## src/rtl/sram_arb_pkg.sv

```systemverilog
`default_nettype none
// ============================================================================
// Module      : sram_arb_pkg
// Description : Shared types and default widths for the scratch-SRAM arbiter.
// Revision    : 1.0 - initial release
// ============================================================================
package sram_arb_pkg;

    localparam int c_default_addr_w = 6;
    localparam int c_default_data_w = 8;

    // Arbiter sequence: pick a requester, drive the macro, return the result.
    typedef enum logic [1:0] {
        IDLE   = 2'd0,
        ACCESS = 2'd1,
        RESP   = 2'd2
    } state_t;

endpackage
`default_nettype wire

```

## src/rtl/rr_picker.sv

```systemverilog
`default_nettype none
// ============================================================================
// Module      : rr_picker
// Description : Combinational round-robin picker with optional port-0
//               priority. Search starts one past the last-served port.
// Revision    : 1.0 - initial release
// ============================================================================
module rr_picker #(
    parameter int N_REQ = 3,
    parameter int IDX_W = 2
) (
    input  logic [N_REQ-1:0] req,
    input  logic [IDX_W-1:0] ptr,
    input  logic             prio,
    output logic [N_REQ-1:0] grant,
    output logic [IDX_W-1:0] grant_idx,
    output logic             valid
);

    // Rotating search; with prio set, port 0 is taken first and then excluded
    // from the rotation so the remaining ports share the leftover slots.
    always_comb begin
        int idx;
        grant     = '0;
        grant_idx = '0;
        valid     = 1'b0;
        idx       = 0;
        if (prio && req[0]) begin
            grant[0] = 1'b1;
            valid    = 1'b1;
        end
        for (int k = 1; k <= N_REQ; k++) begin
            idx = (int'(ptr) + k) % N_REQ;
            if (!valid && req[idx] && !(prio && (idx == 0))) begin
                grant[idx] = 1'b1;
                grant_idx  = IDX_W'(idx);
                valid      = 1'b1;
            end
        end
    end

endmodule
`default_nettype wire

```

## src/rtl/shared_sram_arbiter.sv

```systemverilog
`default_nettype none
// ============================================================================
// Module      : shared_sram_arbiter
// Description : Serialises accesses from N_REQ requesters onto a single-port
//               scratch SRAM macro using a 3-cycle IDLE/ACCESS/RESP sequence
//               and a req/ack handshake.
// Revision    : 1.0 - initial release
// ============================================================================
module shared_sram_arbiter
    import sram_arb_pkg::*;
#(
    parameter int N_REQ      = 3,
    parameter int ADDR_W     = c_default_addr_w,
    parameter int DATA_W     = c_default_data_w,
    parameter int PRIO_PORT0 = 0
) (
    input  logic                     wb_clk_i,
    input  logic                     rst_n,
    input  logic [N_REQ-1:0]         req,
    input  logic [N_REQ-1:0]         we,
    input  logic [N_REQ*ADDR_W-1:0]  addr,
    input  logic [N_REQ*DATA_W-1:0]  wdata,
    output logic [N_REQ-1:0]         ack,
    output logic [DATA_W-1:0]        rdata,
    output logic                     busy,
    output logic [ADDR_W-1:0]        sram_addr,
    output logic [DATA_W-1:0]        sram_din,
    output logic                     sram_cen_n,
    output logic                     sram_gwe_n,
    input  logic [DATA_W-1:0]        sram_dout
);

    localparam int c_idx_w = (N_REQ > 1) ? $clog2(N_REQ) : 1;

    state_t               r_state;
    state_t               w_next_state;
    logic [c_idx_w-1:0]   r_gnt_idx;
    logic [c_idx_w-1:0]   r_ptr;
    logic                 r_we;
    logic [ADDR_W-1:0]    r_addr;
    logic [DATA_W-1:0]    r_wdata;
    logic [DATA_W-1:0]    r_rdata;

    logic [N_REQ-1:0]     w_pick_grant;
    logic [c_idx_w-1:0]   w_pick_idx;
    logic                 w_pick_valid;
    logic                 w_sel_we;
    logic [ADDR_W-1:0]    w_sel_addr;
    logic [DATA_W-1:0]    w_sel_wdata;

    rr_picker #(
        .N_REQ (N_REQ),
        .IDX_W (c_idx_w)
    ) u_picker (
        .req       (req),
        .ptr       (r_ptr),
        .prio      (PRIO_PORT0 != 0),
        .grant     (w_pick_grant),
        .grant_idx (w_pick_idx),
        .valid     (w_pick_valid)
    );

    // One-hot AND-OR select of the winning requester's command fields.
    always_comb begin
        w_sel_we    = 1'b0;
        w_sel_addr  = '0;
        w_sel_wdata = '0;
        for (int i = 0; i < N_REQ; i++) begin
            if (w_pick_grant[i]) begin
                w_sel_we    = we[i];
                w_sel_addr  = addr[i*ADDR_W +: ADDR_W];
                w_sel_wdata = wdata[i*DATA_W +: DATA_W];
            end
        end
    end

    // State register; an async reset drops straight to IDLE so the macro
    // strobes (decoded from state) release immediately.
    always_ff @(posedge wb_clk_i or negedge rst_n) begin
        if (!rst_n) begin
            r_state <= IDLE;
        end else begin
            r_state <= w_next_state;
        end
    end

    // Latch the granted command in IDLE, advance the pointer and capture
    // read data as the access completes.
    always_ff @(posedge wb_clk_i or negedge rst_n) begin
        if (!rst_n) begin
            r_gnt_idx <= '0;
            r_ptr     <= c_idx_w'(N_REQ - 1);
            r_we      <= 1'b0;
            r_addr    <= '0;
            r_wdata   <= '0;
            r_rdata   <= '0;
        end else begin
            if ((r_state == IDLE) && w_pick_valid) begin
                r_gnt_idx <= w_pick_idx;
                r_we      <= w_sel_we;
                r_addr    <= w_sel_addr;
                r_wdata   <= w_sel_wdata;
            end
            if (r_state == RESP) begin
                r_ptr <= r_gnt_idx;
                if (!r_we) begin
                    r_rdata <= sram_dout;
                end
            end
        end
    end

    // Next-state logic and state-decoded outputs.
    always_comb begin
        w_next_state = r_state;
        ack          = '0;
        sram_cen_n   = 1'b1;
        sram_gwe_n   = 1'b1;
        case (r_state)
            IDLE: begin
                if (w_pick_valid) begin
                    w_next_state = ACCESS;
                end
            end
            ACCESS: begin
                sram_cen_n   = 1'b0;
                sram_gwe_n   = !r_we;
                w_next_state = RESP;
            end
            RESP: begin
                for (int i = 0; i < N_REQ; i++) begin
                    ack[i] = (r_gnt_idx == c_idx_w'(i));
                end
                w_next_state = IDLE;
            end
            default: begin
                w_next_state = IDLE;
            end
        endcase
    end

    // Read data is passed through in the ack cycle and held afterwards.
    assign rdata     = ((r_state == RESP) && !r_we) ? sram_dout : r_rdata;
    assign busy      = (r_state != IDLE);
    assign sram_addr = r_addr;
    assign sram_din  = r_wdata;

endmodule
`default_nettype wire

```

## config.mk

```make
export PLATFORM = sky130hd
export DESIGN_NAME = shared_sram_arbiter
export DESIGN_NICKNAME = d
export VERILOG_FILES = /design/src/rtl/sram_arb_pkg.sv /design/src/rtl/rr_picker.sv /design/src/rtl/shared_sram_arbiter.sv
export SDC_FILE = /design/constraint.sdc
export NUM_CORES = 1
export LEC_CHECK = 0
export ABC_AREA = 1
export CAP_MARGIN = 10
export CORE_MARGIN = 2
export CORE_UTILIZATION = 45
export CTS_BUF_LIST = sky130_fd_sc_hd__clkbuf_4 sky130_fd_sc_hd__clkbuf_8 sky130_fd_sc_hd__clkbuf_16
export DETAILED_ROUTE_END_ITERATION = 10
export GPL_TIMING_DRIVEN = 0
export PLACE_DENSITY = 0.89
export SLEW_MARGIN = 20
export SYNTH_ARGS = -nofsm -noshare
export SYNTH_HDL_FRONTEND = slang
export SYNTH_HIERARCHICAL = 1
export SYNTH_SLANG_ARGS = --single-unit
```

## constraint.sdc

```tcl
create_clock -name wb_clk_i -period 5.7 [get_ports wb_clk_i]
set_input_delay 0.57 -clock wb_clk_i [delete_from_list [all_inputs] [get_ports wb_clk_i]]
set_output_delay 0.57 -clock wb_clk_i [all_outputs]
set_load 0.05 [all_outputs]
```

==> metrics.txt, run 1 <==
hold_buf cts=0; post-CTS sizing=0; clk_lat worst skew=280 ps; YS warnings=6; Initial Util=47.6%; Worst-path clk slew=60 ps; startpoint types=register; clk_skew=3.55 ps; Mapped Area=1950 um2; max cap viols=0; ys flop type=dfrtp_1; critical path peak fanout=10; # IOs=between 80 and 90; Post-CTS Setup Inserts=0; Die Ht=69.8 um; fillers=between 300 and 400; Setup crit end kind=output pin; final design utilization=72.2%; Rel. slew slack=58.0%; fin cells=around 430; Hold Crit Class=input port to asynchronous set/reset pin; die area=4870 um2; GRT overflow=0; antenna violations before repair=0; Fin. Hold Viols=0; top sig layer=met4; FF+latch area=~730 um2; Total GRT Usage=22.5%; Post-synth ARST share=100%; Total Nets Final=438; pwr dens=688 nW/um2; Post-synth EDFFs=0; setup ws final=3040 ps; Max clock buf depth=2; met2 wire length=2640 um; maximum number of pins on one net before global-route repair=30; Die W=69.8 um; Final Max Slew Viols=0; f_max=between 300 and 400 MHz; CP required=5130 ps; Seq/Total Area, Yosys=37.4%; Synth top cells by count=nand2_1 (94), dfrtp_1 (28), inv_1 (24), nand3_1 (24), nor2_1 (22); Final Critical Period=2660 ps; CTS tree=yes; Layout area overhead=51.7%; static leakage=1.47 nW; count leader, synth=nand2_1; FP Rows=23; CTS Root Cell=clkbuf_8; DRC=0; dominant cells by area after synthesis=dfrtp_1 (36%), nand2_1 (18%), nand3_1 (6.2%); Final setup viols=0; total wire length=5300 um; pre-CTS WS=3070 ps; vias=2,113; post-synthesis register bit count=29; top cell type's share of synthesized area=36.0%; VDD IR max=about 0.00037 V; met3 WL=360 um; H-tree depth=2; drt via density=just under 5; part of the cycle the worst path needs=~47%; core area=between 4000 and 5000 um2; ratio of cells with drive above 1 in the final layout=11.9%; Post-Place Cells=419; unrepaired setup endpoints after global routing=false; crit path DAT=2090 ps; DR iter-0 viols=114; Synth area leader=dfrtp_1; CTS buffer count=5; WL per Instance=between 10 and 15 um; area of the multi-input gates=1020 um2; PortBufs=between 80 and 90; antenna-violating nets left=0; CTS sink cnt=29; setup TNS=0 ps; kind of critical path=register to output pin; status=completed; GPL Wtd Cong=0.836; FF-to-FF setup slack=3300 ps; Least-Margin Pin Slew=approximately 630 ps; Synth Instances=281; synth unique cells=25; Pre-antenna DRT Iters=4; DRT met1 WL=2160 um; wire length of the first global-routing pass=just under 9000 um; DP Wirelength=slightly above 4000 um; syn_area_per_cell=6.92 um2; vias in the first global route=about 2,000; diode count=0
placed cells by master (no fill, tap or decap), types with 3 or more instances in the layout:
cell	Yosys	routed
a21oi_1	15	15
buf_2	4	5
buf_6	6	6
clkbuf_8	0	5
clkdlybuf4s50_1	0	84
conb_1	1	4
dfrtp_1	28	28
ha_1	4	4
inv_1	24	24
nand2_1	94	94
nand3_1	24	24
nand4_1	5	5
nor2_1	22	22
nor2_2	15	15
nor3_1	3	3
o21ai_0	13	13
o21ai_1	11	11
report_power, final:
group	leakage [nW]	switching [mW]	internal (mW)
combinational	1.05	0.978	0.525
sequential	0.363	0.0550	0.308
clock	0.0484	0.0756	0.0890
total	1.47	1.11	0.923
flip-flops by register name, indices dropped and copies added (netlist names):
register,count
sram_din,8
r_gnt_idx,2
sram_addr,6
r_we,1
r_state,2
r_rdata,8
r_ptr,2
worst max-delay path, stage by stage (launching register included):
cell and delay, ps:
dfrtp_1 380, inv_1 130, nand3b_4 120, buf_2 200
o21ai_1 150, clkdlybuf4s50_1 820
per-layer routing:
metal,track usage [%],vias up
li1,-,1079
met1,25.9,937
met2,41.2,83
met3,4.07,14
met4,8.12,0
met5,0,-
cell type report:
| cell class | count | area share [%] |
|---|---|---|
| buffer | 13 | 3.65 |
| clock buffer | 6 | 2.59 |
| clock inverter | 2 | 0.339 |
| inverter | 27 | 3.52 |
| multi-input combinational | 215 | 34.5 |
| sequential | 29 | 24.6 |
| tap | 50 | 2.12 |
| timing repair buffer | 85 | 28.7 |
through the flow:
step	hold WS (ps)	instance area, um2	power (mW)
2_1_floorplan	274	1960	1.45
3_3_place_gp	460	2870	1.83
3_5_place_dp	470	2870	1.87
4_1_cts	330	2950	2.03
5_1_grt	359	2950	2.19
6_report	305	2950	2.03
final timing paths:
path | startpoint | end | cells after the start
worst max-delay path | r_state[0] | rdata[1] | 5
worst min register to register | sram_din[0] | sram_din[0] | 2
min in group wb_clk_i | sram_din[0] | sram_din[0] | 2
worst max register to register | r_ptr[1] | r_we | 14
worst min-delay path | rst_n | r_rdata[3] | 1
max in group asynchronous | rst_n | r_gnt_idx[0] | 1
cell families (layout without fill, tap and decap cells):
logic type / Yosys count / count (layout) / share of synthesized area, %
buf+inv: 40 / 133 / 10.9
flops: 29 / 29 / 37.4
other cells: 1 / 4 / 0.193
fa+ha+maj: 4 / 4 / 2.57
compound gates: 39 / 39 / 10.0
simple gates: 168 / 168 / 39.0
No activity file was read; power rests on OpenSTA's default activity.
==> run 2, diff against run 1 <==
CORE_UTILIZATION = 42   (was 45)
PLACE_DENSITY = 0.84   (was 0.89)
clock period = 2.6 ns   (was 5.7 ns; I/O delays follow)
==> run 2 against run 1 <==
The flow now finishes with violations (negative hold slack). Global-route usage fell by 0.89 points. Critical path depth rose by 9. Utilization down 5.1 points. First-iteration DRC count shrank 28%. Non-clock buffer count did not move. Cell area is 0.42% higher. Clock skew grew 2.1 ps. Setup slack lost 2800 ps. Final cell count grew 0.47%. Hold slack got worse by 310 ps. Register-to-register slack got worse by 3100 ps. Combinational power increased by 120%. Highest routed layer unchanged.
==> metrics.txt, run 2 (synthesized netlist as in run 1, its figures left out) <==
antenna-violating nets left=0 (unchanged); total wire length=5310 um (was 5300 um); VDD IR max=0.000894 V (was 0.000368 V); drt via density=4.93 (was 4.95); Total Nets Final=438 (unchanged); part of the cycle the worst path needs=between 90% and 100%; CTS buffer count=5 (unchanged); FP Rows=24 (was 23); Hold WS=-1.41 ps (was 305 ps); setup TNS=0 ps (unchanged); Post-Place Cells=421 (was 419); GRT overflow=0 (unchanged); ratio of cells with drive above 1 in the final layout=12.2% (was 11.9%); antenna violations before repair=0 (unchanged); max cap viols=0 (unchanged); Die W=72.1 um (was 69.8 um); fillers=381 (was 335); core area=4410 um2 (was 4090 um2); DR iter-0 viols=82 (was 114); Initial Util=44.1% (was 47.6%); Setup crit end kind=register (was output pin); CTS tree=yes (unchanged); hold_buf cts=0 (unchanged); H-tree depth=2 (unchanged); pre-CTS WS=245 ps (was 3070 ps); Worst-path clk slew=70 ps (was 60 ps); clk_lat worst skew=280 ps (about the same); PortBufs=85 (unchanged); WL per Instance=12.4 um (about the same); critical path peak fanout=10 (unchanged); area of the multi-input gates=1030 um2 (was 1020 um2); die area=5190 um2 (was 4870 um2); CP required=2780 ps (was 5130 ps); final design utilization=67.1% (was 72.2%); Least-Margin Pin Slew=657 ps (was 629 ps); Fin. Hold Viols=2 (was 0); GPL Wtd Cong=0.827 (was 0.836); Final Max Slew Viols=0 (unchanged); most common cell after layout, fill and taps aside=nand2_1 (unchanged); f_max=421 MHz; static leakage=1.47 nW (about the same); Pre-antenna DRT Iters=4 (unchanged); FF+latch area=727 um2 (unchanged); DRC=0 (unchanged); Hold Crit Class=input port to asynchronous set/reset pin (unchanged); Die Ht=72.1 um (was 69.8 um); diode count=0 (unchanged); vias=2,113 (unchanged); vias in the first global route=1,957 (was 2,023); Final Critical Period=2380 ps; kind of critical path=register to register (was register to output pin); crit path DAT=2550 ps (was 2090 ps); most frequent cells in the layout=nand2_1 (94), clkdlybuf4s50_1 (84), dfrtp_1 (28) (unchanged); pwr dens=1500 nW/um2 (was 688 nW/um2); CTS Root Cell=clkbuf_8 (unchanged); Layout area overhead=52.3% (was 51.7%); status=complete, but fails checks (was completed); fin cells=429 (was 427); setup ws final=224 ps (was 3040 ps); failing checks=negative hold slack; wire length of the first global-routing pass=8790 um (was 8800 um); Max clock buf depth=2 (unchanged); # IOs=86 (unchanged); Total GRT Usage=21.6% (was 22.5%); maximum number of pins on one net before global-route repair=30 (unchanged); Rel. slew slack=56.2% (was 58.0%); DP Wirelength=4040 um (was 4130 um); startpoint types=register (unchanged); Final setup viols=0 (unchanged); clk_skew=5.65 ps (was 3.55 ps); unrepaired setup endpoints after global routing=false (unchanged); CTS sink cnt=29 (unchanged)
-- run 2: metal layers --
| metal | global-route usage (%) | wire, um | vias to the layer above |
|---|---|---|---|
| met5 | 0 | 0 | - |
| met4 | 9.22 | 133 | 0 |
| met3 | 3.75 | 248 | 11 |
| met2 | 36.8 | 2620 | 71 |
| met1 | 26.8 | 2300 | 957 |
| li1 | - | - | 1074 |
-- run 2: final cells by class --
cell class,count,area share (%)
clock inverters,2,0.338
clock buffers,6,2.57
well taps,52,2.20
multi-input cells,215,34.7
flip-flops and latches,29,24.5
inverters,27,3.50
repair buffers,85,28.5
plain buffers,13,3.63
-- run 2: power breakdown --
group          leakage (nW)  switching, mW  internal (mW)
Sequential            0.363          0.116          0.675
Clock                0.0484          0.173          0.195
Combinational          1.06           2.14           1.16
Total                  1.47           2.43           2.03
-- run 2: critical path: stages, from the launching register on --
cell and delay (ps):
dfstp_2 560, ha_1 240, buf_6 140, nor2_1 140, nor2_2 60, nor2_2 190
nor2_4 70, nand4_1 80, nand3_1 70, clkbuf_2 160, buf_2 200, a21oi_1 160
nand2_1 80, nand2_1 70, nand2_1 40
-- run 2: what timing repair did --
action,in CTS,in global routing
endpoints found under the hold margin,0,0
resized for setup,0,2
setup buffers,0,0
setup endpoints to repair,0,10
-- run 2: path summary, 6_finish.rpt --
check | slack, ps | cells after the start | endpoint | startpoint
max | 220 | 14 | sram_din[2] | r_ptr[1]
min | -1 | 1 | r_rdata[4] | rst_n
max reg2reg | 220 | 14 | sram_din[2] | r_ptr[1]
min reg2reg | 480 | 2 | r_rdata[0] | r_rdata[0]
max in group asynchronous | 2170 | 1 | sram_addr[2] | rst_n
min in group wb_clk_i | 480 | 2 | r_rdata[0] | r_rdata[0]
-- run 2: stage by stage --
| stage | power [mW] | hold WS (ps) | cell area, um2 |
|---|---|---|---|
| 2_1_floorplan | 3.18 | -35.6 | 1960 |
| 3_3_place_gp | 4.02 | 460 | 2870 |
| 3_5_place_dp | 4.08 | 329 | 2870 |
| 4_1_cts | 4.47 | 20.9 | 2950 |
| 5_1_grt | 4.80 | 61.9 | 2960 |
| 6_report | 4.45 | -1.41 | 2960 |
